--- src/rtl/ps2_mouse_decoder_if.sv ---
// Packet-side bus of the PS/2 mouse decoder: decoded deltas, buttons and status
// pulses toward the console, plus the consumer's acknowledge back.
interface ps2_mouse_decoder_if;
  logic       i_ack;
  logic [7:0] o_mouse_x;
  logic       o_is_mouse_x_neg;
  logic [7:0] o_mouse_y;
  logic       o_is_mouse_y_neg;
  logic       o_btn_left;
  logic       o_btn_right;
  logic       o_btn_middle;
  logic       o_valid;
  logic       o_frame_err;

  modport master (
    input  i_ack,
    output o_mouse_x, o_is_mouse_x_neg, o_mouse_y, o_is_mouse_y_neg,
           o_btn_left, o_btn_right, o_btn_middle, o_valid, o_frame_err
  );

  modport slave (
    output i_ack,
    input  o_mouse_x, o_is_mouse_x_neg, o_mouse_y, o_is_mouse_y_neg,
           o_btn_left, o_btn_right, o_btn_middle, o_valid, o_frame_err
  );
endinterface

--- src/rtl/ps2_mouse_decoder.sv ---
// PS/2 mouse receiver: conditions the raw clock/data pins, deserialises 11-bit
// frames and assembles 3-byte stream packets into sign-magnitude deltas.
module ps2_mouse_decoder #(
  parameter int FILTER_LEN     = 4,
  parameter int TIMEOUT_CYCLES = 20000
) (
  input  logic                       clk,
  input  logic                       arst_n,
  input  logic                       i_ps2_clk,
  input  logic                       i_ps2_data,
  ps2_mouse_decoder_if.master        mif
);

  localparam int FW = $clog2(FILTER_LEN + 1);
  localparam int TW = $clog2(TIMEOUT_CYCLES + 1);

  typedef enum logic [1:0] {WAIT_B0, WAIT_B1, WAIT_B2} state_t;

  logic [1:0]    ck_s, dt_s;
  logic          ck_f, ck_f_d;
  logic [FW-1:0] flt_cnt;
  logic          strobe;
  logic          dt;

  logic [3:0]    bit_cnt;
  logic [7:0]    shreg;
  logic          par_q;
  state_t        state;
  logic [7:0]    b0_q, x_q;
  logic [TW-1:0] idle_cnt;

  logic          stop_cyc, byte_ok, byte_bad, timeout, commit_now, err_now;
  logic [8:0]    x_cv, y_cv;

  // Synchronise both pins and debounce the clock; idle bus level is 1.
  always_ff @(posedge clk or negedge arst_n) begin
    if (!arst_n) begin
      ck_s    <= 2'b11;
      dt_s    <= 2'b11;
      ck_f    <= 1'b1;
      ck_f_d  <= 1'b1;
      flt_cnt <= '0;
    end else begin
      ck_s   <= {ck_s[0], i_ps2_clk};
      dt_s   <= {dt_s[0], i_ps2_data};
      ck_f_d <= ck_f;
      if (ck_s[1] != ck_f) begin
        if (flt_cnt == FW'(FILTER_LEN - 1)) begin
          ck_f    <= ck_s[1];
          flt_cnt <= '0;
        end else begin
          flt_cnt <= flt_cnt + 1'b1;
        end
      end else begin
        flt_cnt <= '0;
      end
    end
  end

  assign strobe = ck_f_d & ~ck_f;
  assign dt     = dt_s[1];

  // {neg, magnitude}; only sign=1 with byte 0x00 (-256) needs saturating.
  function automatic logic [8:0] conv(input logic sgn, input logic ovf, input logic [7:0] b);
    logic [7:0] m;
    if (ovf)           m = 8'hFF;
    else if (!sgn)     m = b;
    else if (b == '0)  m = 8'hFF;
    else               m = ~b + 8'd1;
    return {sgn & (m != 8'd0), m};
  endfunction

  assign stop_cyc   = strobe && (bit_cnt == 4'd10);
  assign byte_ok    = stop_cyc && dt && (^{shreg, par_q});
  assign byte_bad   = (strobe && (bit_cnt == 4'd0) && dt) || (stop_cyc && !byte_ok);
  assign timeout    = !strobe && (idle_cnt == TW'(TIMEOUT_CYCLES - 1)) &&
                      ((bit_cnt != 4'd0) || (state != WAIT_B0));
  assign commit_now = byte_ok && (state == WAIT_B2);
  assign err_now    = byte_bad || timeout || (byte_ok && (state == WAIT_B0) && !shreg[3]);
  assign x_cv       = conv(b0_q[4], b0_q[6], x_q);
  assign y_cv       = conv(b0_q[5], b0_q[7], shreg);

  always_ff @(posedge clk or negedge arst_n) begin
    if (!arst_n) begin
      bit_cnt              <= '0;
      shreg                <= '0;
      par_q                <= 1'b0;
      state                <= WAIT_B0;
      b0_q                 <= '0;
      x_q                  <= '0;
      idle_cnt             <= '0;
      mif.o_mouse_x        <= '0;
      mif.o_is_mouse_x_neg <= 1'b0;
      mif.o_mouse_y        <= '0;
      mif.o_is_mouse_y_neg <= 1'b0;
      mif.o_btn_left       <= 1'b0;
      mif.o_btn_right      <= 1'b0;
      mif.o_btn_middle     <= 1'b0;
      mif.o_valid          <= 1'b0;
      mif.o_frame_err      <= 1'b0;
    end else begin
      // Idle counter saturates so a stuck-idle link reports a timeout once.
      if (strobe)
        idle_cnt <= '0;
      else if (idle_cnt != TW'(TIMEOUT_CYCLES))
        idle_cnt <= idle_cnt + 1'b1;

      if (strobe) begin
        case (bit_cnt)
          4'd0:    if (!dt) bit_cnt <= 4'd1;
          4'd9:    begin par_q <= dt; bit_cnt <= 4'd10; end
          4'd10:   bit_cnt <= 4'd0;
          default: begin shreg <= {dt, shreg[7:1]}; bit_cnt <= bit_cnt + 4'd1; end
        endcase
      end else if (timeout) begin
        bit_cnt <= 4'd0;
      end

      if (byte_bad || timeout) begin
        state <= WAIT_B0;
      end else if (byte_ok) begin
        case (state)
          WAIT_B0: if (shreg[3]) begin b0_q <= shreg; state <= WAIT_B1; end
          WAIT_B1: begin x_q <= shreg; state <= WAIT_B2; end
          default: state <= WAIT_B0;
        endcase
      end

      // A commit outranks a same-cycle acknowledge.
      if (commit_now) begin
        mif.o_mouse_x        <= x_cv[7:0];
        mif.o_is_mouse_x_neg <= x_cv[8];
        mif.o_mouse_y        <= y_cv[7:0];
        mif.o_is_mouse_y_neg <= y_cv[8];
        mif.o_btn_left       <= b0_q[0];
        mif.o_btn_right      <= b0_q[1];
        mif.o_btn_middle     <= b0_q[2];
      end else if (mif.i_ack) begin
        mif.o_mouse_x        <= '0;
        mif.o_is_mouse_x_neg <= 1'b0;
        mif.o_mouse_y        <= '0;
        mif.o_is_mouse_y_neg <= 1'b0;
      end

      mif.o_valid     <= commit_now;
      mif.o_frame_err <= err_now;
    end
  end

endmodule

--- src/flat_wrapper.sv ---
// flat-port wrapper written by rule: the top's interface ports become plain ports
module ps2_mouse_decoder_flat 
#(
  parameter int FILTER_LEN     = 4,
  parameter int TIMEOUT_CYCLES = 20000
)
  (clk, arst_n, i_ps2_clk, i_ps2_data, mif_i_ack, mif_o_mouse_x, mif_o_is_mouse_x_neg, mif_o_mouse_y, mif_o_is_mouse_y_neg, mif_o_btn_left, mif_o_btn_right, mif_o_btn_middle, mif_o_valid, mif_o_frame_err);
  ps2_mouse_decoder_if mif_i ();
  input  logic clk;
  input  logic arst_n;
  input  logic i_ps2_clk;
  input  logic i_ps2_data;
  input wire logic [$bits(mif_i.i_ack)-1:0] mif_i_ack;
  output wire logic [$bits(mif_i.o_mouse_x)-1:0] mif_o_mouse_x;
  output wire logic [$bits(mif_i.o_is_mouse_x_neg)-1:0] mif_o_is_mouse_x_neg;
  output wire logic [$bits(mif_i.o_mouse_y)-1:0] mif_o_mouse_y;
  output wire logic [$bits(mif_i.o_is_mouse_y_neg)-1:0] mif_o_is_mouse_y_neg;
  output wire logic [$bits(mif_i.o_btn_left)-1:0] mif_o_btn_left;
  output wire logic [$bits(mif_i.o_btn_right)-1:0] mif_o_btn_right;
  output wire logic [$bits(mif_i.o_btn_middle)-1:0] mif_o_btn_middle;
  output wire logic [$bits(mif_i.o_valid)-1:0] mif_o_valid;
  output wire logic [$bits(mif_i.o_frame_err)-1:0] mif_o_frame_err;
  assign mif_i.i_ack = mif_i_ack;
  assign mif_o_mouse_x = mif_i.o_mouse_x;
  assign mif_o_is_mouse_x_neg = mif_i.o_is_mouse_x_neg;
  assign mif_o_mouse_y = mif_i.o_mouse_y;
  assign mif_o_is_mouse_y_neg = mif_i.o_is_mouse_y_neg;
  assign mif_o_btn_left = mif_i.o_btn_left;
  assign mif_o_btn_right = mif_i.o_btn_right;
  assign mif_o_btn_middle = mif_i.o_btn_middle;
  assign mif_o_valid = mif_i.o_valid;
  assign mif_o_frame_err = mif_i.o_frame_err;
  ps2_mouse_decoder #(.FILTER_LEN(FILTER_LEN), .TIMEOUT_CYCLES(TIMEOUT_CYCLES)) u_core (.clk(clk), .arst_n(arst_n), .i_ps2_clk(i_ps2_clk), .i_ps2_data(i_ps2_data), .mif(mif_i));
endmodule
--- config.mk ---
export PLATFORM = sky130hd
export DESIGN_NAME = ps2_mouse_decoder_flat
export DESIGN_NICKNAME = d
export VERILOG_FILES = /design/src/rtl/ps2_mouse_decoder_if.sv /design/src/rtl/ps2_mouse_decoder.sv /design/src/flat_wrapper.sv
export SDC_FILE = /design/constraint.sdc
export NUM_CORES = 1
export LEC_CHECK = 0
export CAP_MARGIN = 20
export CORE_MARGIN = 2
export CORE_UTILIZATION = 30
export DETAILED_ROUTE_END_ITERATION = 7
export GPL_TIMING_DRIVEN = 0
export PLACE_DENSITY = 0.58
export SLEW_MARGIN = 20
export SYNTH_ARGS = -nofsm -noshare
export SYNTH_HDL_FRONTEND = slang
export SYNTH_SLANG_ARGS = --single-unit
--- constraint.sdc ---
create_clock -name clk -period 2.9 [get_ports clk]
set_clock_uncertainty 0.2 [all_clocks]
set_input_delay 0.435 -clock clk [delete_from_list [all_inputs] [get_ports clk]]
set_output_delay 0.435 -clock clk [all_outputs]
set_load 0.02 [all_outputs]
[After elaboration in Yosys (flattened, before gate mapping)]
Cells that the tools add are included.
Storage, ports and cells
  flip-flop bits (word level): 78
  bits of input ports: 5
  output and inout port bits: 23
  word-level logic and storage cells: 107
Cells by class
  add/sub/neg operators: 5
  equality and inequality tests: 10
  multiplexer cells: 24
  bitwise operators: 8
  reductions and logical operators: 39
Operator list (number)
  2-to-1 mux 8 bit: 9
  2-to-1 mux 15 bit: 2
  adder 8 x 1 -> 8 bit (second input constant): 2
  logical NOT 8 bit: 2
  NOT 8 bit: 2
  nonzero test 8 bit: 2
  adder 15 x 1 -> 15 bit (second input constant): 1
  equality test 15 bit (second input constant): 1
  != test 15 bit (second input constant): 1
  2-to-1 mux 4 bit: 3
  one-hot mux 4 bit (3 select lines): 1
  logical AND 1 bit: 11
  AND reduction 2 bit: 5
  nonzero test 2 bit: 5
  XOR reduction 9 bit: 1
  equality test 4 bit (second input constant): 2
  2-to-1 mux 2 bit: 3
  2-to-1 mux 3 bit: 2
  adder 4 x 1 -> 4 bit (second input constant): 1
  logical NOT 4 bit: 1
  logical OR 1 bit: 4
  one-hot mux 2 bit (2 select lines): 1
  AND reduction 4 bit: 1
  nonzero test 4 bit: 1
  other kinds (14): 22

[Depth between registers and ports, before layout]
Gate-level depths: netlist (run 1).
  word-level depth: 11
  mapped depth: 10
  depth with buffers taken out: 7

[Worst setup path before layout (run 1)]
Ideal clock, no wire load.
  path kind: reg2reg
  start point: register u_core.shreg[3]
  end point: register u_core.x_q[2]
  library setup time: 0.125 ns
  data arrival time: 2.198 ns
  required time: 2.575 ns
  slack: 0.377 ns
  cell stages (with the launch flop): 10
  path buffers: 2
  clock period less this slack: 2.523 ns
  cell sequence: dfrtp_1 > clkbuf_1 > inv_1 > ha_1 > xnor2_1 > xnor3_1 > and3_4 > nand3b_4 > buf_6 > mux2_4
Between the ends
  longest elaborated chain between the ends: 8
Ends and longest elaborated chain
  start: declaration: line ps2_mouse_decoder.sv:26  | logic [7:0] shreg;
  start signal: assignment: line ps2_mouse_decoder.sv:113  | default: begin shreg <= {dt, shreg[7:1]}; bit_cnt <= bit_cnt + 4'd1; end
  XOR reduction 9 bit (*): line ps2_mouse_decoder.sv:74  | assign byte_ok = stop_cyc && dt && (^{shreg, par_q});
  logical AND 1 bit (*): line ps2_mouse_decoder.sv:74
  logical NOT 1 bit: line ps2_mouse_decoder.sv:75  | assign byte_bad = (strobe && (bit_cnt == 4'd0) && dt) || (stop_cyc && !byte_ok);
  logical AND 1 bit: line ps2_mouse_decoder.sv:75
  logical OR 1 bit: line ps2_mouse_decoder.sv:75
  logical OR 1 bit: line ps2_mouse_decoder.sv:119  | if (byte_bad || timeout) begin
  NOT 1 bit (no source line)
  AND reduction 3 bit (no source line) (*)
  end signal: assignment: line ps2_mouse_decoder.sv:90  | x_q <= '0;
  end signal: assignment: line ps2_mouse_decoder.sv:124  | WAIT_B1: begin x_q <= shreg; state <= WAIT_B2; end
  end: declaration: line ps2_mouse_decoder.sv:29  | logic [7:0] b0_q, x_q;
Mark *: on every way between the ends. The rest lies on a longest branch, timed or not.
A chain may end at the register's enable or synchronous reset.

[Worst setup path after layout (run 1)]
  start point: register u_core.shreg[2]
  end point: register u_core.mif.o_btn_left
Between the ends
  longest elaborated chain between the ends: 3
Ends and longest elaborated chain
  XOR reduction 9 bit: line ps2_mouse_decoder.sv:74
  logical AND 1 bit: line ps2_mouse_decoder.sv:74
  logical AND 1 bit: line ps2_mouse_decoder.sv:78  | assign commit_now = byte_ok && (state == WAIT_B2);
  end signal: assignment: line ps2_mouse_decoder.sv:135  | mif.o_btn_left <= b0_q[0];
  end: declaration: line ps2_mouse_decoder_if.sv:18  | o_btn_left, o_btn_right, o_btn_middle, o_valid, o_frame_err
No other way between the ends.

==> results of run 1 <==
==> critical path, cell delays in order (launching register included) <==
cell and delay, ns:
dfrtp_1 0.33, buf_2 0.24, inv_1 0.08, ha_1 0.29, xnor2_1 0.20, xnor3_1 0.37, nand4_1 0.19, buf_2 0.29
mux2_2 0.37
==> metal layers <==
layer / up-vias / global-route usage, %
li1: 1395 / -
met1: 1417 / 15.69
met2: 60 / 19.58
met3: 8 / 3.209
met4: 0 / 4.464
met5: - / 0
==> cell type report <==
class	count	share of cell area, %
flip-flops and latches	77	40.32
clock inverters	4	0.9911
multi-input cells	258	39.23
well taps	176	4.591
plain buffers	14	1.748
inverters	21	1.643
repair buffers	29	6.208
clock buffers	11	5.269
==> sequential cells by signal, summed over array words and instances, names as in the netlist, 3 cells and up <==
| register | count |
|---|---|
| u_core.b0_q | 7 |
| u_core.bit_cnt | 4 |
| u_core.flt_cnt | 3 |
| u_core.idle_cnt | 15 |
| u_core.mif.o_mouse_x | 8 |
| u_core.mif.o_mouse_y | 8 |
| u_core.shreg | 8 |
| u_core.x_q | 8 |
==> cell usage after synthesis (3+ instances only) <==
cell,n,area (µm²)
buf_2,3,15.01
ha_1,12,150.1
a21boi_0,3,22.52
nand3_1,18,90.09
and4_1,4,35.03
xor2_1,8,70.07
mux2i_1,6,60.06
o31ai_1,3,22.52
a31o_2,12,105.1
clkbuf_1,8,30.03
nor2b_1,15,93.84
buf_6,3,33.78
a21oi_1,19,95.09
o21ai_0,15,75.07
mux2_4,5,75.07
or3b_2,3,26.28
mux2_2,13,146.4
inv_1,20,75.07
dfstp_2,6,157.7
nor3_1,7,35.03
and3_1,8,50.05
nor3b_1,6,45.04
xnor2_1,17,148.9
nor2_1,22,82.58
nand3b_1,3,22.52
nand2_1,20,75.07
nand2b_1,3,18.77
dfrtp_1,71,1777
==> power by group <==
group	leakage, nW	total [W]	switching (W)	internal [W]
combinational	1.02	0.00101	0.000561	0.000453
clock	0.147	0.00112	0.000420	0.000705
sequential	1.04	0.00138	0.000156	0.00122
==> worst min-delay path by stage <==
stage                     cells past startpoint        endpoint  slack, ns           start
after CTS                                     0  u_core.dt_s[1]       0.16  u_core.dt_s[0]
after floorplan                               0  u_core.b0_q[0]      -0.06          arst_n
final                                         0  u_core.dt_s[1]       0.16  u_core.dt_s[0]
after global placement                        0  u_core.dt_s[1]       0.15  u_core.dt_s[0]
after detailed placement                      0  u_core.dt_s[1]       0.15  u_core.dt_s[0]
after global routing                          0  u_core.dt_s[1]       0.16  u_core.dt_s[0]
==> layout by cell type (no fill, tap or decap), drive strengths merged, types with 3 or more instances in the layout <==
cell type,instances
nor3,7
clkinv,3
xor2,8
nand3b,4
clkdlybuf4s50,26
ha,12
nand2,20
mux2i,6
nor2,22
and3,9
a21oi,19
and4,4
buf,8
nand2b,3
o31ai,3
o21ai,16
xnor2,17
nor3b,6
dfstp,6
a21boi,3
nor2b,15
clkbuf,19
dfrtp,71
mux2,18
nand3,19
a31o,12
inv,20
or3b,3
==> through the flow <==
| step | hold slack [ns] | total power [W] | area, µm² |
|---|---|---|---|
| floorplan | -0.06059 | 0.002147 | 3979 |
| global placement | 0.1457 | 0.002383 | 4469 |
| detailed placement | 0.1484 | 0.002413 | 4487 |
| CTS | 0.1563 | 0.003559 | 4798 |
| global route | 0.1615 | 0.003773 | 4797 |
| finish | 0.1559 | 0.003515 | 4797 |
==> logic make-up (layout without fill, tap and decap cells) <==
| logic type | after synthesis | count (layout) | synth area share [%] |
|---|---|---|---|
| AOI/OAI and AO/OA | 74 | 74 | 12.70 |
| xor gates and xnor gates | 26 | 26 | 6.069 |
| adders and majority gates | 12 | 12 | 3.773 |
| buffers and inverters | 36 | 79 | 4.088 |
| DFF | 77 | 77 | 48.62 |
| muxes | 24 | 24 | 7.075 |
| and+or+nand+nor | 122 | 122 | 17.67 |
==> what timing repair did <==
action                                  CTS  global route
buffers inserted                          0             0
hold buffers                              1             0
hold endpoints to repair                 36             0
resized for setup                         1             2
endpoints found under the setup margin   32             5
==> out/qor.txt, run 1 <==
instance count of the mapped netlist: 371
Max Transition Viols Final: 0
Die Footprint: 0.01420 mm²
data arrival time of the worst path: 2.70 ns
Period Utilization, post-route: 92.41%
Clock H-tree levels: 3
clock transition at the registers of the reported paths: 0.06 ns
antenna diode count: 0
Syn. warnings: 0
antenna violations before repair: 0
initial core utilization: 30.41%
sum of routed wire segments on met1: 3.764 mm
Peak supply drop: 0.3605 mV
CP max FO: 10
Final GP Congestion: 0.8438
share of layout cells above drive strength 1: 16.43%
r2r worst-path depth: 8
Worst Setup Path Type: flip-flop to flip-flop
headroom to the max-slew limit: 61.80%
Post-Place Cells: 575
width of the die: 119.2 µm
crit path capture type: flip-flop
startpoint class of the critical path: flip-flop
CTS tree: yes
capturing element of the worst setup path: u_core.mif.o_btn_left
vias per inst: 4.881
unrepaired setup endpoints after global routing: no
area used by sequential logic in the layout: 0.001934 mm²
Die Height: 119.2 µm
cts bufs inserted: 9
pre-CTS WS: -0.1081 ns
overflow left after global routing: 0
worst hold path type: flip-flop to flip-flop
core region area: 0.01309 mm²
beginning of the critical path: u_core.shreg[2]
count of input and output buffers: 27
Mapped Area: 0.003979 mm²
number of different library cells in the post-synthesis netlist: 58
average cell area after synthesis: 10.72 µm²
post-route minimum period: 2.680 ns
Synth-to-Final Area Change: 20.57%
count of nets after finishing: 427
top-level I/O count: 28
Final Util: 36.66%
wire length on met3: 309 µm
vias post-DR: 2880
number of setup violations in the final report: 0
root buffer cell: clkbuf_16
GRT Total Usage: 12.15%
largest net degree at the start of global routing: 42
proportion of synthesized flip-flops having asynchronous set or reset: 100.0%
global-route wire length before repair: 13.79 mm
CP required: 2.92 ns
source of the worst register-to-register timing path: u_core.shreg[2]
DRC viols: 0
PwrDens: 732.7 mW/mm²
Tightest Pin Transition: 0.5703 ns
internal reg-to-reg setup slack: 0.22 ns
max-capacitance violation count: 0
footprint of the multi-input gates: 0.001882 mm²
primary flip-flop cell chosen by synthesis mapping: dfrtp_1
Clock Path Buffers: 2
remaining number of nets flagged by the antenna check after routing: 0
sum of met2 wire segment lengths after detailed routing: 3.879 mm
number of storage elements in the synthesis netlist: 77
Iteration-0 DRC Markers: 93
Routed wire per std cell: 13.64 µm
capturing point of the worst reg2reg path: u_core.mif.o_btn_left
share of the yosys chip area belonging to registers: 48.62%
static leakage: 2.200 nW
synthesized netlist net count: 388
uppermost routed layer: met4
highest clock rate: 373.2 MHz
number of placement rows: 42
clock latency reported for the late side of the worst-skew pair: 0.33 ns
total wire length: 8.045 mm
EDFF count, synth: 0
CTS Sinks: 77
final worst setup slack: 0.2201 ns
count of non-filler cells in the finished layout: 590
count of filler cells inserted in the layout: 1292
iteration count of the initial detailed-routing pass: 7
final-layout setup total negative slack: 0 ns
number of global-route vias before repair: 2815
Final Hold Viols: 0
outcome: finished clean
Detailed Place HPWL: 5.781 mm
(Power assumes the default switching activity.)
==> run 2, diff against run 1 <==
--- a/config.mk
+++ b/config.mk
@@ -6,11 +6,13 @@
 export NUM_CORES = 1
 export LEC_CHECK = 0
 export CAP_MARGIN = 20
+export CELL_PAD_IN_SITES_DETAIL_PLACEMENT = 1
+export CELL_PAD_IN_SITES_GLOBAL_PLACEMENT = 1
 export CORE_MARGIN = 2
 export CORE_UTILIZATION = 30
 export DETAILED_ROUTE_END_ITERATION = 7
 export GPL_TIMING_DRIVEN = 0
-export PLACE_DENSITY = 0.58
+export PLACE_DENSITY = 0.67
 export SLEW_MARGIN = 20
 export SYNTH_ARGS = -nofsm -noshare
 export SYNTH_HDL_FRONTEND = slang
==> run 2 against run 1 <==
Net effect: total power up 1.8%; sequential power about the same; maximum frequency up 1.2%; die area unchanged; final cell count up 0.17%; non-clock buffer count unchanged; sequential share of layout area down 0.13 points; worst setup slack better by 0.033 ns; cell area up 0.31%; flip-flop and latch count unchanged; critical path type unchanged; largest power group unchanged.
==> out/qor.txt, run 2 (same netlist as run 1, synthesis figures left out) <==
data arrival time of the worst path: 2.68 ns
Detailed Place HPWL: 6.672 mm
Final Cell Area: 0.004812 mm²
clock transition at the registers of the reported paths: 0.06 ns
share of layout cells above drive strength 1: 16.63%
Max Transition Viols Final: 0
Period Utilization, post-route: 91.29%
worst hold path type: flip-flop to flip-flop
CTS tree: yes
global-route wire length before repair: 15.93 mm
top-level I/O count: 28
Total Power: 0.003579 W
Die Footprint: 0.01420 mm²
CP max FO: 10
most frequent standard cell in the layout excluding fill and tap cells: dfrtp_1
initial core utilization: 30.41%
number of global-route vias before repair: 3192
Die Height: 119.2 µm
sum of met2 wire segment lengths after detailed routing: 4.724 mm
clock latency reported for the late side of the worst-skew pair: 0.34 ns
sum of routed wire segments on met1: 4.013 mm
Clock H-tree levels: 3
vias per inst: 4.978
wire length on met3: 325 µm
post-place instance area: 0.004494 mm²
Synth-to-Final Area Change: 20.94%
outcome: finished clean
remaining number of nets flagged by the antenna check after routing: 0
post-route minimum period: 2.647 ns
static leakage: 2.190 nW
highest clock rate: 377.7 MHz
register with the most flip-flops: u_core.idle_cnt
GRT Total Usage: 14.23%
root buffer cell: clkbuf_16
number of flip-flops under the largest register name: 15
pre-CTS WS: -0.1100 ns
Final Hold Viols: 0
Final GP Congestion: 0.7859
overflow left after global routing: 0
CTS Sinks: 77
largest net degree at the start of global routing: 45
iteration count of the initial detailed-routing pass: 4
CP required: 2.93 ns
core region area: 0.01309 mm²
number of setup violations in the final report: 0
max-capacitance violation count: 0
uppermost routed layer: met4
unrepaired setup endpoints after global routing: no
width of the die: 119.2 µm
startpoint class of the critical path: flip-flop
count of filler cells inserted in the layout: 1433
final-layout setup total negative slack: 0 ns
Final Hold Slack: 0.1548 ns
count of nets after finishing: 427
Clock Path Buffers: 2
Peak supply drop: 0.2887 mV
antenna violations before repair: 0
Routed wire per std cell: 15.60 µm
number of placement rows: 42
Iteration-0 DRC Markers: 107
Worst Setup Path Type: flip-flop to flip-flop
vias post-DR: 2942
crit path capture type: flip-flop
Tightest Pin Transition: 0.5989 ns
antenna diode count: 0
count of input and output buffers: 27
total wire length: 9.219 mm
most frequent cells in the layout: dfrtp_1 (71), clkdlybuf4s50_1 (26), nor2_1 (22), inv_1 (20), nand2_1 (20)
headroom to the max-slew limit: 59.89%
cts bufs inserted: 9
DRC viols: 0
PwrDens: 743.7 mW/mm²
final worst setup slack: 0.2527 ns
run 2: worst max-delay path, cell delays in order, from the launching register on:
cell	delay, ns
dfrtp_1	0.36
clkbuf_2	0.30
inv_1	0.10
ha_1	0.32
xnor2_1	0.18
xnor3_1	0.21
nand4_1	0.21
buf_4	0.26
buf_6	0.15
a31o_2	0.24
run 2: routing by layer:
layer	vias to the layer above	track usage, %
met5	-	0
met4	0	5.655
met3	12	3.352
met2	39	24.60
met1	1497	17.03
li1	1394	-
run 2: worst paths after layout:
path / from / endpoint / slack (ns) / cells after the start
hold reg to reg: u_core.dt_s[0] / u_core.dt_s[1] / 0.15 / 0
setup / recovery: u_core.shreg[3] / u_core.mif.o_mouse_x[2] / 0.25 / 9
hold / removal: u_core.dt_s[0] / u_core.dt_s[1] / 0.15 / 0
setup reg to reg: u_core.shreg[3] / u_core.mif.o_mouse_x[2] / 0.25 / 9
max in group asynchronous: arst_n / u_core.idle_cnt[0] / 1.50 / 3
min in group asynchronous: arst_n / u_core.mif.o_mouse_x[5] / 0.41 / 2
run 2: final cells by class:
cell class / instances / area (µm²) / share of cell area [%]
clock buffers: 11 / 242.7 / 5.044
inverters: 21 / 78.83 / 1.638
plain buffers: 14 / 86.33 / 1.794
multi-input cells: 258 / 1884 / 39.16
repair buffers: 29 / 305.3 / 6.344
well taps: 176 / 220.2 / 4.576
flip-flops and latches: 77 / 1934 / 40.20
clock inverters: 5 / 60.06 / 1.248
run 2: per-stage QoR:
step	util, %	instances
after floorplan	-	371
after global placement	34.16	574
after detailed placement	34.35	575
after CTS	36.75	592
after global routing	36.78	591
final	36.78	591
run 2: power by group:
group,internal [W],switching (W)
clock network,0.000690,0.000458
logic,0.000457,0.000590
registers,0.00122,0.000164
total,0.00237,0.00121
run 2: repair_timing:
item / in CTS / in global routing
endpoints found under the setup margin: 19 / 19
hold buffers: 1 / 0
endpoints found under the hold margin: 27 / 0
resized for setup: 1 / 4
setup buffers: 0 / 0
==> run 3, diff against run 2 <==
==> constraint.sdc (replaced) <==
create_clock -name clk -period 2.67 [get_ports clk]
set_clock_uncertainty 0.2 [all_clocks]
set_input_delay 0.4005 -clock clk [delete_from_list [all_inputs] [get_ports clk]]
set_output_delay 0.4005 -clock clk [all_outputs]
set_load 0.02 [all_outputs]
==> run 3 against run 2 <==
Net effect: clock-buffer cell count did not move; wire length is 2.8% higher; sequential power up 8%; final cell count up 1.4%; register-to-register slack worse by 0.15 ns; utilization rose by 1.0 points; first-iteration DRC count is 15% higher; total power rose by 13%; non-clock buffer count rose by 8; clock power is 9% higher; largest cell class unchanged; highest routed layer unchanged.
==> out/qor.txt, run 3 (same netlist as run 1, synthesis figures left out) <==
outcome: finished clean
largest delay contributor family on the critical path: XOR/XNOR gates
Crit-path slowest cell: dfrtp_2
CTS Sinks: 77
source of the worst register-to-register timing path: u_core.shreg[6]
final worst setup slack: 0.1066 ns
Clock H-tree levels: 3
Clock Path Buffers: 2
area used by sequential logic in the layout: 0.001938 mm²
unrepaired setup endpoints after global routing: no
Die Footprint: 0.01420 mm²
number of placement rows: 42
vias per inst: 4.952
Final Hold Viols: 0
headroom to the max-slew limit: 59.10%
count of nets after finishing: 435
worst hold path type: flip-flop to flip-flop
Iteration-0 DRC Markers: 123
width of the die: 119.2 µm
core region area: 0.01309 mm²
Synth-to-Final Area Change: 24.31%
clock transition at the registers of the reported paths: 0.06 ns
Period Utilization, post-route: 96.01%
clock latency reported for the late side of the worst-skew pair: 0.35 ns
capturing point of the worst reg2reg path: u_core.mif.o_mouse_x[2]
max-capacitance violation count: 0
startpoint of the most critical hold path: u_core.dt_s[0]
CTS tree: yes
most frequent cells in the layout: dfrtp_1 (68), clkdlybuf4s50_1 (26), nor2_1 (22), inv_1 (20), nand2_1 (20)
Switching Share: 33.79%
Peak supply drop: 0.3133 mV
Final Util: 37.80%
remaining number of nets flagged by the antenna check after routing: 0
r2r worst-path depth: 8
iteration count of the initial detailed-routing pass: 4
list of cells traversed by the critical path: inv_1 > ha_1 > xnor2_1 > xnor3_1 > nand4_1 > buf_6 > buf_6 > a31o_2
Final GP Congestion: 0.7859
most frequent standard cell in the layout excluding fill and tap cells: dfrtp_1
GRT Total Usage: 14.22%
Worst Setup Path Type: flip-flop to flip-flop
total wire length: 9.473 mm
count of filler cells inserted in the layout: 1429
share of layout cells above drive strength 1: 20.57%
largest net degree at the start of global routing: 45
highest cell delay on the worst timing path: 0.43 ns
root buffer cell: clkbuf_16
number of flip-flops under the largest register name: 15
number of cells on the critical path: 8
number of global-route vias before repair: 3185
initial core utilization: 30.41%
footprint of the multi-input gates: 0.001934 mm²
post-route minimum period: 2.563 ns
Tightest Pin Transition: 0.6107 ns
DRC viols: 0
Die Height: 119.2 µm
number of setup violations in the final report: 0
CP max FO: 10
number of buffers and inverters on the critical path: 3
startpoint class of the critical path: flip-flop
top-level I/O count: 28
cell type with the highest occurrence count on the critical path: buf_6
register with the most flip-flops: u_core.idle_cnt
beginning of the critical path: u_core.shreg[6]
capturing element of the worst setup path: u_core.mif.o_mouse_x[2]
antenna diode count: 0
PwrDens: 814.9 mW/mm²
data arrival time of the worst path: 2.60 ns
static leakage: 2.254 nW
cts bufs inserted: 9
Routed wire per std cell: 15.81 µm
CP required: 2.70 ns
Max Transition Viols Final: 0
power share of the clock group: 30.9%
internal reg-to-reg setup slack: 0.11 ns
overflow left after global routing: 0
global-route wire length before repair: 15.92 mm
vias post-DR: 2966
share of power burned in registers: 37.1%
highest clock rate: 390.1 MHz
crit path capture type: flip-flop
pre-CTS WS: -0.3400 ns
internal power: 0.002669 W
Detailed Place HPWL: 6.672 mm
count of input and output buffers: 27
net switching power figure: 0.001362 W
Logic pwr share: 32.0%
antenna violations before repair: 0
[run 3: cell count changes in the layout (fill, tap and decap cells not counted), moves of 2 or more]
cell | before | now
buf_4 | 2 | 9
buf_6 | 3 | 7
dfrtp_1 | 71 | 68
dfrtp_2 | 0 | 3
o41ai_1 | 2 | 0
o41ai_2 | 0 | 2
[run 3: layer usage]
layer  track usage (%)  share of wire, %
met1             17.03                44
met2             24.57                51
met3             3.352               3.2
met4             5.655               1.8
met5                 0                 0
[run 3: per-stage QoR]
| step | TNS [ns] | power (W) | cells | hold slack [ns] | area (µm²) |
|---|---|---|---|---|---|
| floorplan | 0 | 0.002332 | 371 | -0.09509 | 3979 |
| global placement | -130.42 | 0.002601 | 574 | 0.1462 | 4469 |
| detailed placement | -9.131 | 0.002666 | 575 | 0.1469 | 4494 |
| CTS | 0 | 0.003945 | 591 | 0.1552 | 4810 |
| global route | 0 | 0.004307 | 599 | 0.1584 | 4946 |
| finish | 0 | 0.004031 | 599 | 0.1548 | 4946 |
[run 3: final cells by class]
| class | count | area share (%) |
|---|---|---|
| Clock inverter | 5 | 1.214 |
| Sequential cell | 77 | 39.19 |
| Multi-Input combinational cell | 258 | 39.11 |
| Timing Repair Buffer | 37 | 7.387 |
| Buffer | 14 | 2.150 |
| Clock buffer | 11 | 4.908 |
| Inverter | 21 | 1.594 |
| Tap cell | 176 | 4.452 |
[run 3: worst min-delay path by stage]
stage | to | slack, ns | cells after the start
after floorplan | u_core.b0_q[0] | -0.1 | 0
after global placement | u_core.dt_s[1] | 0.15 | 0
after detailed placement | u_core.ck_s[1] | 0.15 | 0
after CTS | u_core.ck_s[1] | 0.16 | 0
after global routing | u_core.dt_s[1] | 0.16 | 0
final | u_core.dt_s[1] | 0.15 | 0
[run 3: worst reg2reg max path, stage by stage (launching register included)]
cell and delay [ns]:
dfrtp_2 0.43, inv_1 0.08, ha_1 0.28, xnor2_1 0.14, xnor3_1 0.42, nand4_1 0.28
buf_6 0.25, buf_6 0.14, a31o_2 0.24
[run 3: power by group through the flow]
stage	combinational (W)	clock, W	sequential, W
6_report	0.00129	0.00125	0.00149
5_1_grt	0.00146	0.00133	0.00152
4_1_cts	0.00116	0.00129	0.00150
3_5_place_dp	0.00117	0	0.00150
3_3_place_gp	0.00111	0	0.00149
2_1_floorplan	0.000879	0	0.00145
[run 3: what timing repair did]
item / CTS / global route
hold buffers: 1 / 0
setup endpoints to repair: 37 / 33
resized for setup: 3 / 22
buffers inserted: 0 / 7
hold endpoints to repair: 27 / 0
pin swaps: 0 / 2
gates cloned: 0 / 1
